$ cat config.mk
export PLATFORM = sky130hd
export DESIGN_NAME = lightio_tx_queue_flat
export DESIGN_NICKNAME = d
export VERILOG_FILES = /design/src/rtl/lightio_tx_queue_if.sv /design/src/rtl/lightio_tx_queue.sv /design/src/flat_wrapper.sv
export SDC_FILE = /design/constraint.sdc
export NUM_CORES = 1
export LEC_CHECK = 0
export ABC_CLOCK_PERIOD_IN_PS = 3700
export BUFFER_PORTS_ARGS = -buffer_cell sky130_fd_sc_hd__buf_2
export CORE_ASPECT_RATIO = 0.75
export CORE_MARGIN = 2
export CORE_UTILIZATION = 50
export CTS_BUF_LIST = sky130_fd_sc_hd__clkbuf_4
export DETAILED_ROUTE_END_ITERATION = 7
export PLACE_DENSITY = 0.71
export SLEW_MARGIN = 0
export SYNTH_ARGS = -nofsm -noshare
export SYNTH_HDL_FRONTEND = slang
export SYNTH_SLANG_ARGS = --single-unit
$ cat constraint.sdc
create_clock -name clock -period 3.7 [get_ports clock]
set_input_delay 0.555 -clock clock [delete_from_list [all_inputs] [get_ports clock]]
set_output_delay 0.555 -clock clock [all_outputs]
set_load 0.05 [all_outputs]
$ cat src/rtl/lightio_tx_queue_if.sv
// Host-write and encoder-transmit signal bundle for lightio_tx_queue.
// slave = the queue itself; master = host/encoder side driving it.
`ifndef FRAME_SIZE
`define FRAME_SIZE 8
`endif

interface lightio_tx_queue_if #(
    parameter int WIDTH = `FRAME_SIZE
);
    logic             wr_valid;
    logic [WIDTH-1:0] wr_data;
    logic             wr_ready;
    logic             tx_enable;
    logic [WIDTH-1:0] tx_data;
    logic             irq_tx;

    modport slave  (input  wr_valid, wr_data, irq_tx,
                    output wr_ready, tx_enable, tx_data);
    modport master (output wr_valid, wr_data, irq_tx,
                    input  wr_ready, tx_enable, tx_data);
endinterface

$ cat src/rtl/lightio_tx_queue.sv
// Purpose: DEPTH-frame TX queue feeding the encoder one frame per irq_tx; LIGHTIO_TX_GAP_EN adds an idle gap.
// Latency: frame written at edge k launches (tx_enable) after edge k+1; next frame one edge after irq_tx sampled.
// Backpressure: wr_ready = !full from registered count only; writes while full set sticky overflow.
`ifndef FRAME_SIZE
`define FRAME_SIZE 8
`endif

module lightio_tx_queue #(
    parameter int WIDTH      = `FRAME_SIZE,
    parameter int DEPTH_LOG2 = 2,
    parameter int GAP_CYCLES = 16
) (
    input  logic                  clock,
    input  logic                  reset,
    lightio_tx_queue_if.slave     bus,
    output logic                  busy,
    output logic [DEPTH_LOG2:0]   count,
    output logic                  overflow
);
    localparam int DEPTH = 2 ** DEPTH_LOG2;
    localparam int CW    = DEPTH_LOG2 + 1;

    localparam logic [1:0] ST_IDLE = 2'd0;
    localparam logic [1:0] ST_WAIT = 2'd1;
`ifdef LIGHTIO_TX_GAP_EN
    localparam logic [1:0] ST_GAP  = 2'd2;
    localparam int GW = (GAP_CYCLES > 2) ? $clog2(GAP_CYCLES) : 1;
    logic [GW-1:0] gap_cnt_q, gap_cnt_d;
`endif

    logic [WIDTH-1:0]      mem_q [DEPTH];
    logic [1:0]            state_q, state_d;
    logic [DEPTH_LOG2-1:0] rptr_q, rptr_d, wptr_q, wptr_d;
    logic [CW-1:0]         count_q, count_d;
    logic                  tx_enable_q, tx_enable_d;
    logic [WIDTH-1:0]      tx_data_q, tx_data_d;
    logic                  busy_q, busy_d;
    logic                  overflow_q, overflow_d;
    logic                  full, empty, enq, deq;

    assign full  = (count_q == CW'(DEPTH));
    assign empty = (count_q == '0);
    assign enq   = bus.wr_valid & ~full;

    always_comb begin
        state_d     = state_q;
        rptr_d      = rptr_q;
        wptr_d      = wptr_q;
        count_d     = count_q;
        tx_enable_d = 1'b0;
        tx_data_d   = tx_data_q;
        overflow_d  = overflow_q | (bus.wr_valid & full);
        deq         = 1'b0;
`ifdef LIGHTIO_TX_GAP_EN
        gap_cnt_d   = gap_cnt_q;
`endif
        if (enq) begin
            wptr_d = wptr_q + DEPTH_LOG2'(1);
        end
        case (state_q)
            ST_IDLE: begin
                if (!empty) begin
                    deq         = 1'b1;
                    tx_data_d   = mem_q[rptr_q];
                    rptr_d      = rptr_q + DEPTH_LOG2'(1);
                    tx_enable_d = 1'b1;
                    state_d     = ST_WAIT;
                end
            end
            ST_WAIT: begin
                // irq_tx in the launch cycle lands here too, so it is never lost.
                if (bus.irq_tx) begin
`ifdef LIGHTIO_TX_GAP_EN
                    if (GAP_CYCLES > 0) begin
                        state_d   = ST_GAP;
                        gap_cnt_d = GW'(GAP_CYCLES - 1);
                    end else begin
                        state_d   = ST_IDLE;
                    end
`else
                    state_d = ST_IDLE;
`endif
                end
            end
`ifdef LIGHTIO_TX_GAP_EN
            ST_GAP: begin
                if (gap_cnt_q == '0) begin
                    state_d = ST_IDLE;
                end else begin
                    gap_cnt_d = gap_cnt_q - GW'(1);
                end
            end
`endif
            default: state_d = ST_IDLE;
        endcase
        case ({enq, deq})
            2'b10:   count_d = count_q + CW'(1);
            2'b01:   count_d = count_q - CW'(1);
            default: count_d = count_q;
        endcase
        busy_d = (state_d != ST_IDLE);
    end

    always_ff @(posedge clock or negedge reset) begin
        if (!reset) begin
            state_q     <= ST_IDLE;
            rptr_q      <= '0;
            wptr_q      <= '0;
            count_q     <= '0;
            tx_enable_q <= 1'b0;
            tx_data_q   <= '0;
            busy_q      <= 1'b0;
            overflow_q  <= 1'b0;
        end else begin
            state_q     <= state_d;
            rptr_q      <= rptr_d;
            wptr_q      <= wptr_d;
            count_q     <= count_d;
            tx_enable_q <= tx_enable_d;
            tx_data_q   <= tx_data_d;
            busy_q      <= busy_d;
            overflow_q  <= overflow_d;
        end
    end

`ifdef LIGHTIO_TX_GAP_EN
    always_ff @(posedge clock or negedge reset) begin
        if (!reset) begin
            gap_cnt_q <= '0;
        end else begin
            gap_cnt_q <= gap_cnt_d;
        end
    end
`else
    logic unused_gap;
    assign unused_gap = (GAP_CYCLES != 0);
`endif

    // Storage needs no reset: only entries behind wptr are ever read.
    always_ff @(posedge clock) begin
        if (enq) begin
            mem_q[wptr_q] <= bus.wr_data;
        end
    end

    assign bus.wr_ready  = ~full;
    assign bus.tx_enable = tx_enable_q;
    assign bus.tx_data   = tx_data_q;
    assign busy          = busy_q;
    assign count         = count_q;
    assign overflow      = overflow_q;
endmodule
$ cat src/flat_wrapper.sv
// flat-port wrapper written by rule: the top's interface ports become plain ports
module lightio_tx_queue_flat 
#(
    parameter int WIDTH      = `FRAME_SIZE,
    parameter int DEPTH_LOG2 = 2,
    parameter int GAP_CYCLES = 16
)
  (clock, reset, busy, count, overflow, bus_wr_valid, bus_wr_data, bus_irq_tx, bus_wr_ready, bus_tx_enable, bus_tx_data);
  lightio_tx_queue_if #(.WIDTH(WIDTH)) bus_i ();
  input  logic clock;
  input  logic reset;
  output logic busy;
  output logic [DEPTH_LOG2:0] count;
  output logic overflow;
  input wire logic [$bits(bus_i.wr_valid)-1:0] bus_wr_valid;
  input wire logic [$bits(bus_i.wr_data)-1:0] bus_wr_data;
  input wire logic [$bits(bus_i.irq_tx)-1:0] bus_irq_tx;
  output wire logic [$bits(bus_i.wr_ready)-1:0] bus_wr_ready;
  output wire logic [$bits(bus_i.tx_enable)-1:0] bus_tx_enable;
  output wire logic [$bits(bus_i.tx_data)-1:0] bus_tx_data;
  assign bus_i.wr_valid = bus_wr_valid;
  assign bus_i.wr_data = bus_wr_data;
  assign bus_i.irq_tx = bus_irq_tx;
  assign bus_wr_ready = bus_i.wr_ready;
  assign bus_tx_enable = bus_i.tx_enable;
  assign bus_tx_data = bus_i.tx_data;
  lightio_tx_queue #(.WIDTH(WIDTH), .DEPTH_LOG2(DEPTH_LOG2), .GAP_CYCLES(GAP_CYCLES)) u_core (.clock(clock), .reset(reset), .bus(bus_i), .busy(busy), .count(count), .overflow(overflow));
endmodule
# Word-level counts from Yosys, hierarchy flattened
# Memory sizes are Yosys's and may differ from the RTL's. A register that Yosys moved wholly into a read port is not among the register bits.
# Cells that the tools add are included.
[word_totals] regBits=12 ram_bits=32 input_bits=12 output_inout_bits=15 wordCells=35 memories=1
[op_classes] n_addsub=4 eq_ne=4 n_mux=8 bitwise_logic=5 reduce_logical=6
[memory_table] memory="u_core.mem_q" words=4 word_bits=8 read_ports=1 rd_ports_with_merged_regs=1 wr=1 line="lightio_tx_queue.sv:31" rtl="logic [WIDTH-1:0] mem_q [DEPTH];"
[ops] cell="3-bit case mux with 2 select lines" n=1
[ops] cell="2-bit by 1-bit adder with 2-bit output, second input constant" n=2
[ops] cell="2-bit by 1-bit equality test with 1-bit output, second input constant" n=2
[ops] cell="1-bit two-way mux" n=4
[ops] cell="2-bit two-way mux" n=2
[ops] cell="2-bit case mux with 2 select lines" n=1
[ops] cell="2-bit nonzero test" n=2
[ops] cell="3-bit by 1-bit adder with 3-bit output, second input constant" n=1
[ops] cell="3-bit equality test, second input constant" n=1
[ops] cell="3-bit logical NOT" n=1
[ops] cell="3-bit by 1-bit subtractor with 3-bit output, second input constant" n=1
[ops] cell="1-bit AND" n=2
[ops] cell="2-bit equality test, second input constant" n=1
[ops] cell="2-bit logical NOT" n=1
[ops] cell="1-bit inverter" n=2
[ops] cell="2-bit AND reduction" n=1
[ops] cell="1-bit logical NOT" n=1
[ops] cell="1-bit OR" n=1

# Depth between registers and ports, before layout
# Gate-level depths: netlist of the first run.
[depth] depth_word=5 mapped_depth=10 ltp_nobuf=9

# Worst setup path before layout of the first run
# Ideal clock, no wire load.
[synth_timing] path_kind="register to register" from="register u_core.count_q[0], in the netlist u_core.count[0]" to="register u_core.count_q[2], in the netlist u_core.count[2]" setup_ps=82 arrival_time_ps=2336 required_time_ps=3618 slack_ps=1282 stages_incl_launch_ff=11 synth_period_minus_slack_ps=2418 cell_sequence="dfrtp_1 > nor3_1 > or3_4 > buf_6 > inv_1 > ha_1 > inv_1 > fa_1 > xor2_1 > nor2_1 > xor2_1"
[synth_via] elab_chain_cells=5 word_cells_on_any_way=12 classes_between="2 x add/sub; 3 x eq/ne; 3 x mux; 2 x bitwise; 2 x reduce/logical"
[synth_rtl] item="start: declaration" line="lightio_tx_queue.sv:34" rtl="logic [CW-1:0] count_q, count_d;"
[synth_rtl] item="start signal: assignment" line="lightio_tx_queue.sv:118" rtl="count_q <= count_d;"
[synth_rtl] item="3-bit logical NOT *" line="lightio_tx_queue.sv:42" rtl="assign empty = (count_q == '0);"
[synth_rtl] item="1-bit two-way mux *" line="lightio_tx_queue.sv:62" rtl="if (!empty) begin"
[synth_rtl] item="1-bit two-way mux *" line="lightio_tx_queue.sv:60" rtl="case (state_q)"
[synth_rtl] item="net u_core.deq" line="lightio_tx_queue.sv:39" rtl="logic full, empty, enq, deq;"
[synth_rtl] item="2-bit by 1-bit equality test with 1-bit output / 2-bit equality test (equally long branches)" line="lightio_tx_queue.sv:96" rtl="case ({enq, deq})"
[synth_rtl] item="3-bit case mux with 2 select lines / 2-bit nonzero test (equally long branches)"
# Mark *: on every way through the listed nets, which the timed path passes. The rest lies on a longest branch.
# A chain may end at the register's enable or synchronous reset.

# Final worst setup path of the first run
[layout_timing] from="register u_core.count_q[0], in the netlist u_core.count[0]" to="register u_core.count_q[2], in the netlist u_core.count[2]"
[layout_via] elab_chain_cells=5 word_cells_on_any_way=12 classes_between="2 x add/sub; 3 x eq/ne; 3 x mux; 2 x bitwise; 2 x reduce/logical"
[layout_rtl] item="3-bit logical NOT / 3-bit equality test (equally long branches)" line="lightio_tx_queue.sv:42, lightio_tx_queue.sv:41"
[layout_rtl] item="1-bit two-way mux / 1-bit inverter (equally long branches)" line="lightio_tx_queue.sv:62, lightio_tx_queue.sv:43"
[layout_rtl] item="1-bit two-way mux / 1-bit AND (equally long branches)" line="lightio_tx_queue.sv:60, lightio_tx_queue.sv:43"
[layout_rtl] item="2-bit by 1-bit equality test with 1-bit output / 2-bit equality test (equally long branches)" line="lightio_tx_queue.sv:96"
[layout_rtl] item="3-bit case mux with 2 select lines / 2-bit nonzero test (equally long branches)"
# Several ways; a longest one is shown, not always the timed one.

==> impl_results.md, run 1 <==
* Final hold slack at around 0.11 ns
* Setup repair bufs after CTS at 0
* Yosys top cell area share at 46.66%
* First-pass iteration count of the detailed router at 4
* Slew at the pin closest to its max-slew limit at approximately 0.57 ns
* Largest net degree at the start of global routing at 21
* Row count at 20
* Cell variety after synth at 25
* Critical Setup Path Class: reg2reg
* Timing-limited maximum frequency at ~0.45 GHz
* Total wire length at 3062 um
* Setup repair after global routing missed its margin: false
* Final weighted congestion in routability-driven placement at ~0.7
* Boundary pin count at 27
* Largest stage delay on the critical path at 0.45 ns
* Antenna cells at 0
* Filler cells at 329
* PwrDens at 869.2 nW/um^2
* Worst slew margin relative to its limit at 62.18%
* Synth Area per Inst at 19.07 sq um
* DRC marker count from the first detailed-route iteration at 29
* Crit-path slowest cell: sky130_fd_sc_hd__dfrtp_1
* Highest net fanout along the worst path at 7
* Via count of the routed design at 971
* Number of nets in the synthesized netlist at 126
* Data arrival time of the critical path at 2.50 ns
* Warnings from Yosys at 0
* Post-synthesis cell type with the largest combined area: sky130_fd_sc_hd__edfxtp_1
* Routed WL per cell at 15.78 um
* Clk sink count at 52
* Critical path cell sequence: nor3b_1 -> nor2b_1 -> inv_1 -> ha_1 -> inv_1 -> fa_1 -> xor2_1 -> nor2_1 -> xor2_1
* Overflow left after global routing at 0
* GRT Resource Usage Total at 15.10%
* Post-CTS resize count at 0
* Synth area leaders: sky130_fd_sc_hd__edfxtp_1 47%, sky130_fd_sc_hd__dfrtp_1 24%, sky130_fd_sc_hd__mux4_2 8.7%
* Tcrit/Tclk final at about three fifths
* Number of global-route vias before repair at 1003
* Accumulated negative setup slack at 0 ns
* Number of clock buffers inserted by TritonCTS at 5
* Final Hold Vio Count at 0
* Max Cap Viol at 0
* Peak VDD IR at 0.0003903 V
* Outcome: completed
* Worst Skew at ~0.016 ns
* Count of mapped cells out of synthesis at 108
* Cell family contributing the most delay on the critical path: simple AND/OR/NAND/NOR gates
* Die Wd at 78.11 um
* Final Net Count at around 160
* Design area at around 2300 sq um
* Worst setup EP type: flip-flop
* I/O Buffers at 26
* Yosys reg bits at 52
* Cell area after technology mapping at 2059 sq um
* Setup crit start kind: flip-flop
* Data required time of the worst path at ~4 ns
* Die outline area at about 4700 sq um
* Commonest non-fill, non-tap cell in the layout: sky130_fd_sc_hd__edfxtp_1
* Clock period minus worst slack at 2.204 ns
* Final core area utilization at roughly 57%
* Remaining number of nets flagged by the antenna check after routing at 0
* Initial core utilization at between 50% and 60%
* Final Max Slew Viols at 0
* Clock tree from TritonCTS: built
* Post-DP HPWL at 2122 um
* LEAKAGE at 0.9224 nW
* Area of the placeable core at 4004 sq um
* Fraction of the yosys area taken by sequential cells at 70.96%
* Vias per cell at 5.005
* Number of buffers inserted by hold repair at cts at 0
* Number of antenna violations at the first check in global routing at 0
* Clock root buffer: sky130_fd_sc_hd__clkbuf_4
* Commonest non-fill, non-tap cells in the layout: 32 x sky130_fd_sc_hd__edfxtp_1, 26 x sky130_fd_sc_hd__buf_2, 20 x sky130_fd_sc_hd__dfrtp_1, 8 x sky130_fd_sc_hd__inv_1, 8 x sky130_fd_sc_hd__mux4_2
* Area added between synthesis and finish at 11.30%
* Clock-pin slew on the worst setup and hold paths at 0.14 ns
* Number of buffers on the longest clock path at 2
* Crit path buffers/inverters at 2
* Worst-Skew Late Latency at 0.36 ns
* Area after detailed placement at about 2200 sq um
* Place WS at roughly 1.5 ns
* Depth of the CTS H-tree at 2
* Class of the tightest hold or removal check: in2async
* Final count of negative-setup-slack endpoints at 0
* Global-route wire length before repair at roughly 5000 um
* Fraction of layout instances using a drive strength above 1 at 36.69%
* Floorplan die height at 59.58 um
* Crit path setup slack, layout at ~1.5 ns
* DRC violations left at 0
[registers in the layout, summed over array words and instances, names as in the netlist]
signal and count:
u_core.overflow 1, u_core.state_q 2, u_core.mem_q 32, u_core.count 3, u_core.wptr_q 2, u_core.bus.tx_enable 1, u_core.bus.tx_data 8, u_core.busy 1
u_core.rptr_q 2
[cells by family (layout without fill, tap and decap cells)]
logic type | count (synthesis) | count (layout) | share of synthesized area, %
muxes | 18 | 18 | 15.25
other | 1 | 1 | 0.1821
xor gates and xnor gates | 6 | 6 | 2.552
DFF | 52 | 52 | 70.96
AOI/OAI and AO/OA | 3 | 3 | 0.8507
buffers and inverters | 11 | 42 | 2.552
adders and majority gates | 6 | 6 | 4.010
and+or+nand+nor | 11 | 11 | 3.645
[path summary, 6_finish.rpt]
path,from,end,slack (ns),depth (start not counted)
max,u_core.count[0]$_DFFE_PN0P_,u_core.count[2]$_DFFE_PN0P_,1.50,9
min,reset,u_core.state_q[1]$_DFF_PN0_,0.11,1
max reg2reg,u_core.count[0]$_DFFE_PN0P_,u_core.count[2]$_DFFE_PN0P_,1.50,9
min reg2reg,u_core.overflow$_DFF_PN0_,u_core.overflow$_DFF_PN0_,0.47,1
max in group asynchronous,reset,u_core.bus.tx_data[0]$_DFFE_PN0P_,3.25,1
min in group clock,bus_irq_tx,u_core.state_q[0]$_DFF_PN0_,0.38,2
[synth_stat cells]
library cell	number
sky130_fd_sc_hd__xor2_1	2
sky130_fd_sc_hd__nor2_1	1
sky130_fd_sc_hd__xnor2_1	4
sky130_fd_sc_hd__or3_4	1
sky130_fd_sc_hd__and2_1	4
sky130_fd_sc_hd__dfrtp_1	20
sky130_fd_sc_hd__mux2_2	3
sky130_fd_sc_hd__conb_1	1
sky130_fd_sc_hd__mux4_2	8
sky130_fd_sc_hd__buf_4	1
sky130_fd_sc_hd__buf_6	1
sky130_fd_sc_hd__inv_1	8
sky130_fd_sc_hd__a21o_1	1
sky130_fd_sc_hd__o21ai_0	2
sky130_fd_sc_hd__nor2b_1	1
sky130_fd_sc_hd__clkbuf_1	1
sky130_fd_sc_hd__mux2i_1	1
sky130_fd_sc_hd__nor3b_1	1
sky130_fd_sc_hd__mux2_4	6
sky130_fd_sc_hd__nand2b_1	1
sky130_fd_sc_hd__edfxtp_1	32
sky130_fd_sc_hd__nor3_1	1
sky130_fd_sc_hd__fa_1	1
sky130_fd_sc_hd__or4b_1	1
sky130_fd_sc_hd__ha_1	5
[per-stage QoR]
step	cells	power [W]
after detailed placement	186	0.001771
after global placement	186	0.001743
final	194	0.001992
after floorplan	108	0.001589
after CTS	194	0.002018
after global routing	194	0.002111
[per-layer routing]
layer  routed length, um  share of wire, %  GRT usage (%)
met5                   0                 0              0
met4                  40               1.3          6.015
met3                 150               4.9          4.878
met2                1547                51          25.49
met1                1323                43          18.51
[final cells by class]
type / count / area, sq um / area share [%]
inverters: 8 / 30.03 / 1.310
multi-input cells: 45 / 545.5 / 23.80
well taps: 55 / 68.82 / 3.002
repair buffers: 26 / 130.1 / 5.677
flip-flops and latches: 52 / 1461 / 63.76
clock buffers: 7 / 52.55 / 2.293
clock inverters: 1 / 3.754 / 0.1638
[worst reg2reg max path, stage by stage (launching register included)]
cell and delay [ns]:
sky130_fd_sc_hd__dfrtp_1 0.45, sky130_fd_sc_hd__nor3b_1 0.37, sky130_fd_sc_hd__nor2b_1 0.20, sky130_fd_sc_hd__inv_1 0.09, sky130_fd_sc_hd__ha_1 0.18, sky130_fd_sc_hd__inv_1 0.06, sky130_fd_sc_hd__fa_1 0.37, sky130_fd_sc_hd__xor2_1 0.15
sky130_fd_sc_hd__nor2_1 0.11, sky130_fd_sc_hd__xor2_1 0.16
[power breakdown]
group	switching (W)	total (W)	internal (W)
clock network	0.000162	0.000251	0.0000882
logic	0.000497	0.000815	0.000319
registers	0.000127	0.000926	0.000800
total	0.000786	0.00199	0.00121
Power figures use the tool's default switching activity.
==> run 2: changes to the inputs <==
--- a/config.mk
+++ b/config.mk
@@ -5,14 +5,14 @@
 export SDC_FILE = /design/constraint.sdc
 export NUM_CORES = 1
 export LEC_CHECK = 0
-export ABC_CLOCK_PERIOD_IN_PS = 3700
+export ABC_CLOCK_PERIOD_IN_PS = 2000
 export BUFFER_PORTS_ARGS = -buffer_cell sky130_fd_sc_hd__buf_2
 export CORE_ASPECT_RATIO = 0.75
 export CORE_MARGIN = 2
 export CORE_UTILIZATION = 50
 export CTS_BUF_LIST = sky130_fd_sc_hd__clkbuf_4
 export DETAILED_ROUTE_END_ITERATION = 7
-export PLACE_DENSITY = 0.71
+export PLACE_DENSITY = 0.73
 export SLEW_MARGIN = 0
 export SYNTH_ARGS = -nofsm -noshare
 export SYNTH_HDL_FRONTEND = slang
==> constraint.sdc (replaced) <==
create_clock -name clock -period 2 [get_ports clock]
set_input_delay 0.3 -clock clock [delete_from_list [all_inputs] [get_ports clock]]
set_output_delay 0.3 -clock clock [all_outputs]
set_load 0.05 [all_outputs]
==> impl_results.md, run 2 (synthesized netlist as in run 1, its figures left out) <==
* Max FFs per register at 32 (unchanged)
* Clock tree from TritonCTS: built (unchanged)
* Post-DP HPWL at 2240 um (was 2122 um)
* DRC violations left at 0 (unchanged)
* Met3 routed wirelength at 159 um (was 150 um)
* Crit path buffers/inverters at 2 (unchanged)
* Peak VDD IR at 0.0006366 V (was 0.0003903 V)
* Number of antenna violations at the first check in global routing at 0 (unchanged)
* GRT Resource Usage Total at 15.96% (was 15.10%)
* Routed wire length on met2 at 1644 um (was 1547 um)
* Tcrit/Tclk final at 96.79% (was 59.55%)
* Area of the placeable core at 4004 sq um (unchanged)
* Register with the highest flop count: u_core.mem_q (unchanged)
* Total wire length at 3309 um (was 3062 um)
* Critical path cell sequence: nor3_2 -> or3_4 -> inv_4 -> ha_4 -> inv_2 -> fa_2 -> xor2_1 -> nor2_1 -> xor2_1 (was nor3b_1 -> nor2b_1 -> inv_1 -> ha_1 -> inv_1 -> fa_1 -> xor2_1 -> nor2_1 -> xor2_1)
* Clk sink count at 52 (unchanged)
* Vias per cell at 5.064 (was 5.005)
* Setup crit start kind: flip-flop (unchanged)
* Outcome: completed (unchanged)
* Row count at 20 (unchanged)
* Timing-limited maximum frequency at 0.5166 GHz (was 0.4538 GHz)
* Highest net fanout along the worst path at 5 (was 7)
* Commonest non-fill, non-tap cell in the layout: sky130_fd_sc_hd__edfxtp_1 (unchanged)
* Commonest non-fill, non-tap cells in the layout: 32 x sky130_fd_sc_hd__edfxtp_1, 26 x sky130_fd_sc_hd__buf_2, 17 x sky130_fd_sc_hd__dfrtp_1, 8 x sky130_fd_sc_hd__mux4_2, 7 x sky130_fd_sc_hd__buf_4 (was 32 x sky130_fd_sc_hd__edfxtp_1, 26 x sky130_fd_sc_hd__buf_2, 20 x sky130_fd_sc_hd__dfrtp_1, 8 x sky130_fd_sc_hd__inv_1, 8 x sky130_fd_sc_hd__mux4_2)
* Number of clock buffers inserted by TritonCTS at 5 (unchanged)
* Final core area utilization at 59.50% (was 57.25%)
* LEAKAGE at 0.9551 nW (was 0.9224 nW)
* Depth of the CTS H-tree at 2 (unchanged)
* Antenna cells at 0 (unchanged)
* Filler cells at 312 (was 329)
* Die Wd at 78.11 um (unchanged)
* PwrDens at 1611 nW/um^2 (was 869.2 nW/um^2)
* I/O Buffers at 26 (unchanged)
* Power Total at 0.003837 W (was 0.001992 W)
* Highest routed layer: met4 (unchanged)
* Overflow left after global routing at 0 (unchanged)
* Clock root buffer: sky130_fd_sc_hd__clkbuf_4 (unchanged)
* Accumulated negative setup slack at 0 ns (unchanged)
* Max Cap Viol at 0 (unchanged)
* Critical Setup Path Class: reg2reg (unchanged)
* Data required time of the worst path at 2.30 ns (was 4.00 ns)
* Number of buffers on the longest clock path at 2 (unchanged)
* CP most frequent cell: sky130_fd_sc_hd__xor2_1
* Largest net degree at the start of global routing at 21 (unchanged)
* Boundary pin count at 27 (unchanged)
* Crit-path slowest cell: sky130_fd_sc_hd__dfrtp_2 (was sky130_fd_sc_hd__dfrtp_1)
* Place WS at 0.08411 ns (was 1.518 ns)
* Via count of the routed design at 1023 (was 971)
* First-pass iteration count of the detailed router at 4 (unchanged)
* Class of the tightest hold or removal check: in2reg (was in2async)
* Largest stage delay on the critical path at 0.44 ns (was 0.45 ns)
* Crit path setup slack, layout at 0.06428 ns (was 1.496 ns)
* Final Net Count at 164 (was 156)
* Area added between synthesis and finish at 15.67% (was 11.30%)
* Final count of negative-setup-slack endpoints at 0 (unchanged)
* Floorplan die height at 59.58 um (unchanged)
* Worst Skew at 0.01263 ns (was 0.01564 ns)
* Final weighted congestion in routability-driven placement at 0.6766 (was 0.6814)
* Number of global-route vias before repair at 1030 (was 1003)
* Design area at 2382 sq um (was 2292 sq um)
* Global-route wire length before repair at 5209 um (was 4981 um)
* Fraction of layout instances using a drive strength above 1 at 44.90% (was 36.69%)
* Worst-Skew Late Latency at 0.37 ns (was 0.36 ns)
* DRC marker count from the first detailed-route iteration at 84 (was 29)
* Worst setup EP type: flip-flop (unchanged)
* Clock-pin slew on the worst setup and hold paths at 0.14 ns (about the same)
* Clock period minus worst slack at 1.936 ns (was 2.204 ns)
* Cell family contributing the most delay on the critical path: simple AND/OR/NAND/NOR gates (unchanged)
* Remaining number of nets flagged by the antenna check after routing at 0 (unchanged)
* Routed length on met1 at 1459 um (was 1323 um)
* Data arrival time of the critical path at 2.24 ns (was 2.50 ns)
* Routed WL per cell at 16.38 um (was 15.78 um)
* Final Max Slew Viols at 0 (unchanged)
* Initial core utilization at 51.44% (unchanged)
* Area after detailed placement at 2300 sq um (was 2236 sq um)
* Final Hold Vio Count at 0 (unchanged)
* Die outline area at 4654 sq um (unchanged)
==> run 2: cell count changes in the layout (fill, tap and decap cells not counted), moves of 2 or more <==
cell / change
sky130_fd_sc_hd__buf_4: +7
sky130_fd_sc_hd__dfrtp_1: -3
sky130_fd_sc_hd__dfrtp_2: +3
sky130_fd_sc_hd__inv_1: -2
==> run 2: final timing paths <==
check	depth (start not counted)	slack (ns)	end	start
setup / recovery	9	0.06	u_core.count[2]$_DFFE_PN0P_	u_core.count[0]$_DFFE_PN0P_
hold / removal	2	0.12	u_core.busy$_DFF_PN0_	bus_irq_tx
setup reg to reg	9	0.06	u_core.count[2]$_DFFE_PN0P_	u_core.count[0]$_DFFE_PN0P_
hold reg to reg	1	0.47	u_core.overflow$_DFF_PN0_	u_core.overflow$_DFF_PN0_
max in group asynchronous	2	1.26	u_core.count[1]$_DFFE_PN0P_	reset
min in group asynchronous	2	0.40	u_core.bus.tx_data[7]$_DFFE_PN0P_	reset
==> run 2: cell type report <==
cell class              instances  area, sq um  area share [%]
multi-input cells              45        570.5           23.95
clock inverters                 2        7.507          0.3151
well taps                      55        68.82           2.889
repair buffers                 34        192.7           8.088
flip-flops and latches         52         1465           61.50
inverters                       8        32.53           1.366
clock buffers                   6        45.04           1.891
==> run 2: per-stage QoR <==
| step | hold WS, ns | std cells |
|---|---|---|
| after floorplan | 0.004409 | 108 |
| after global routing | 0.1178 | 202 |
| after detailed placement | 0.2825 | 191 |
| after global placement | 0.2792 | 191 |
| final | 0.1207 | 202 |
| after CTS | 0.1167 | 200 |
==> run 2: per-layer routing <==
metal / global-route usage (%) / up-vias
met2: 25.86 / 26
met5: 0 / -
met1: 20.06 / 522
met3: 5.945 / 4
met4: 6.015 / 0
li1: - / 471
==> run 2: worst register-to-register path: stages, from the launching register on <==
cell and delay [ns]:
sky130_fd_sc_hd__dfrtp_2 0.44, sky130_fd_sc_hd__nor3_2 0.06, sky130_fd_sc_hd__or3_4 0.41, sky130_fd_sc_hd__inv_4 0.07, sky130_fd_sc_hd__ha_4 0.13, sky130_fd_sc_hd__inv_2 0.04, sky130_fd_sc_hd__fa_2 0.32, sky130_fd_sc_hd__xor2_1 0.15
sky130_fd_sc_hd__nor2_1 0.11, sky130_fd_sc_hd__xor2_1 0.14
==> run 2: power breakdown <==
group,switching [W],internal [W],leakage (nW)
Clock,0.000307,0.000145,0.0307
Sequential,0.000196,0.00149,0.525
Combinational,0.00101,0.000694,0.400
==> run 2: timing repair <==
| action | 4_1_cts | 5_1_grt |
|---|---|---|
| resized for setup | 0 | 1 |
| hold buffers | 1 | 0 |
| hold endpoints to repair | 20 | 0 |
| setup buffers | 0 | 2 |
| setup endpoints to repair | 0 | 1 |
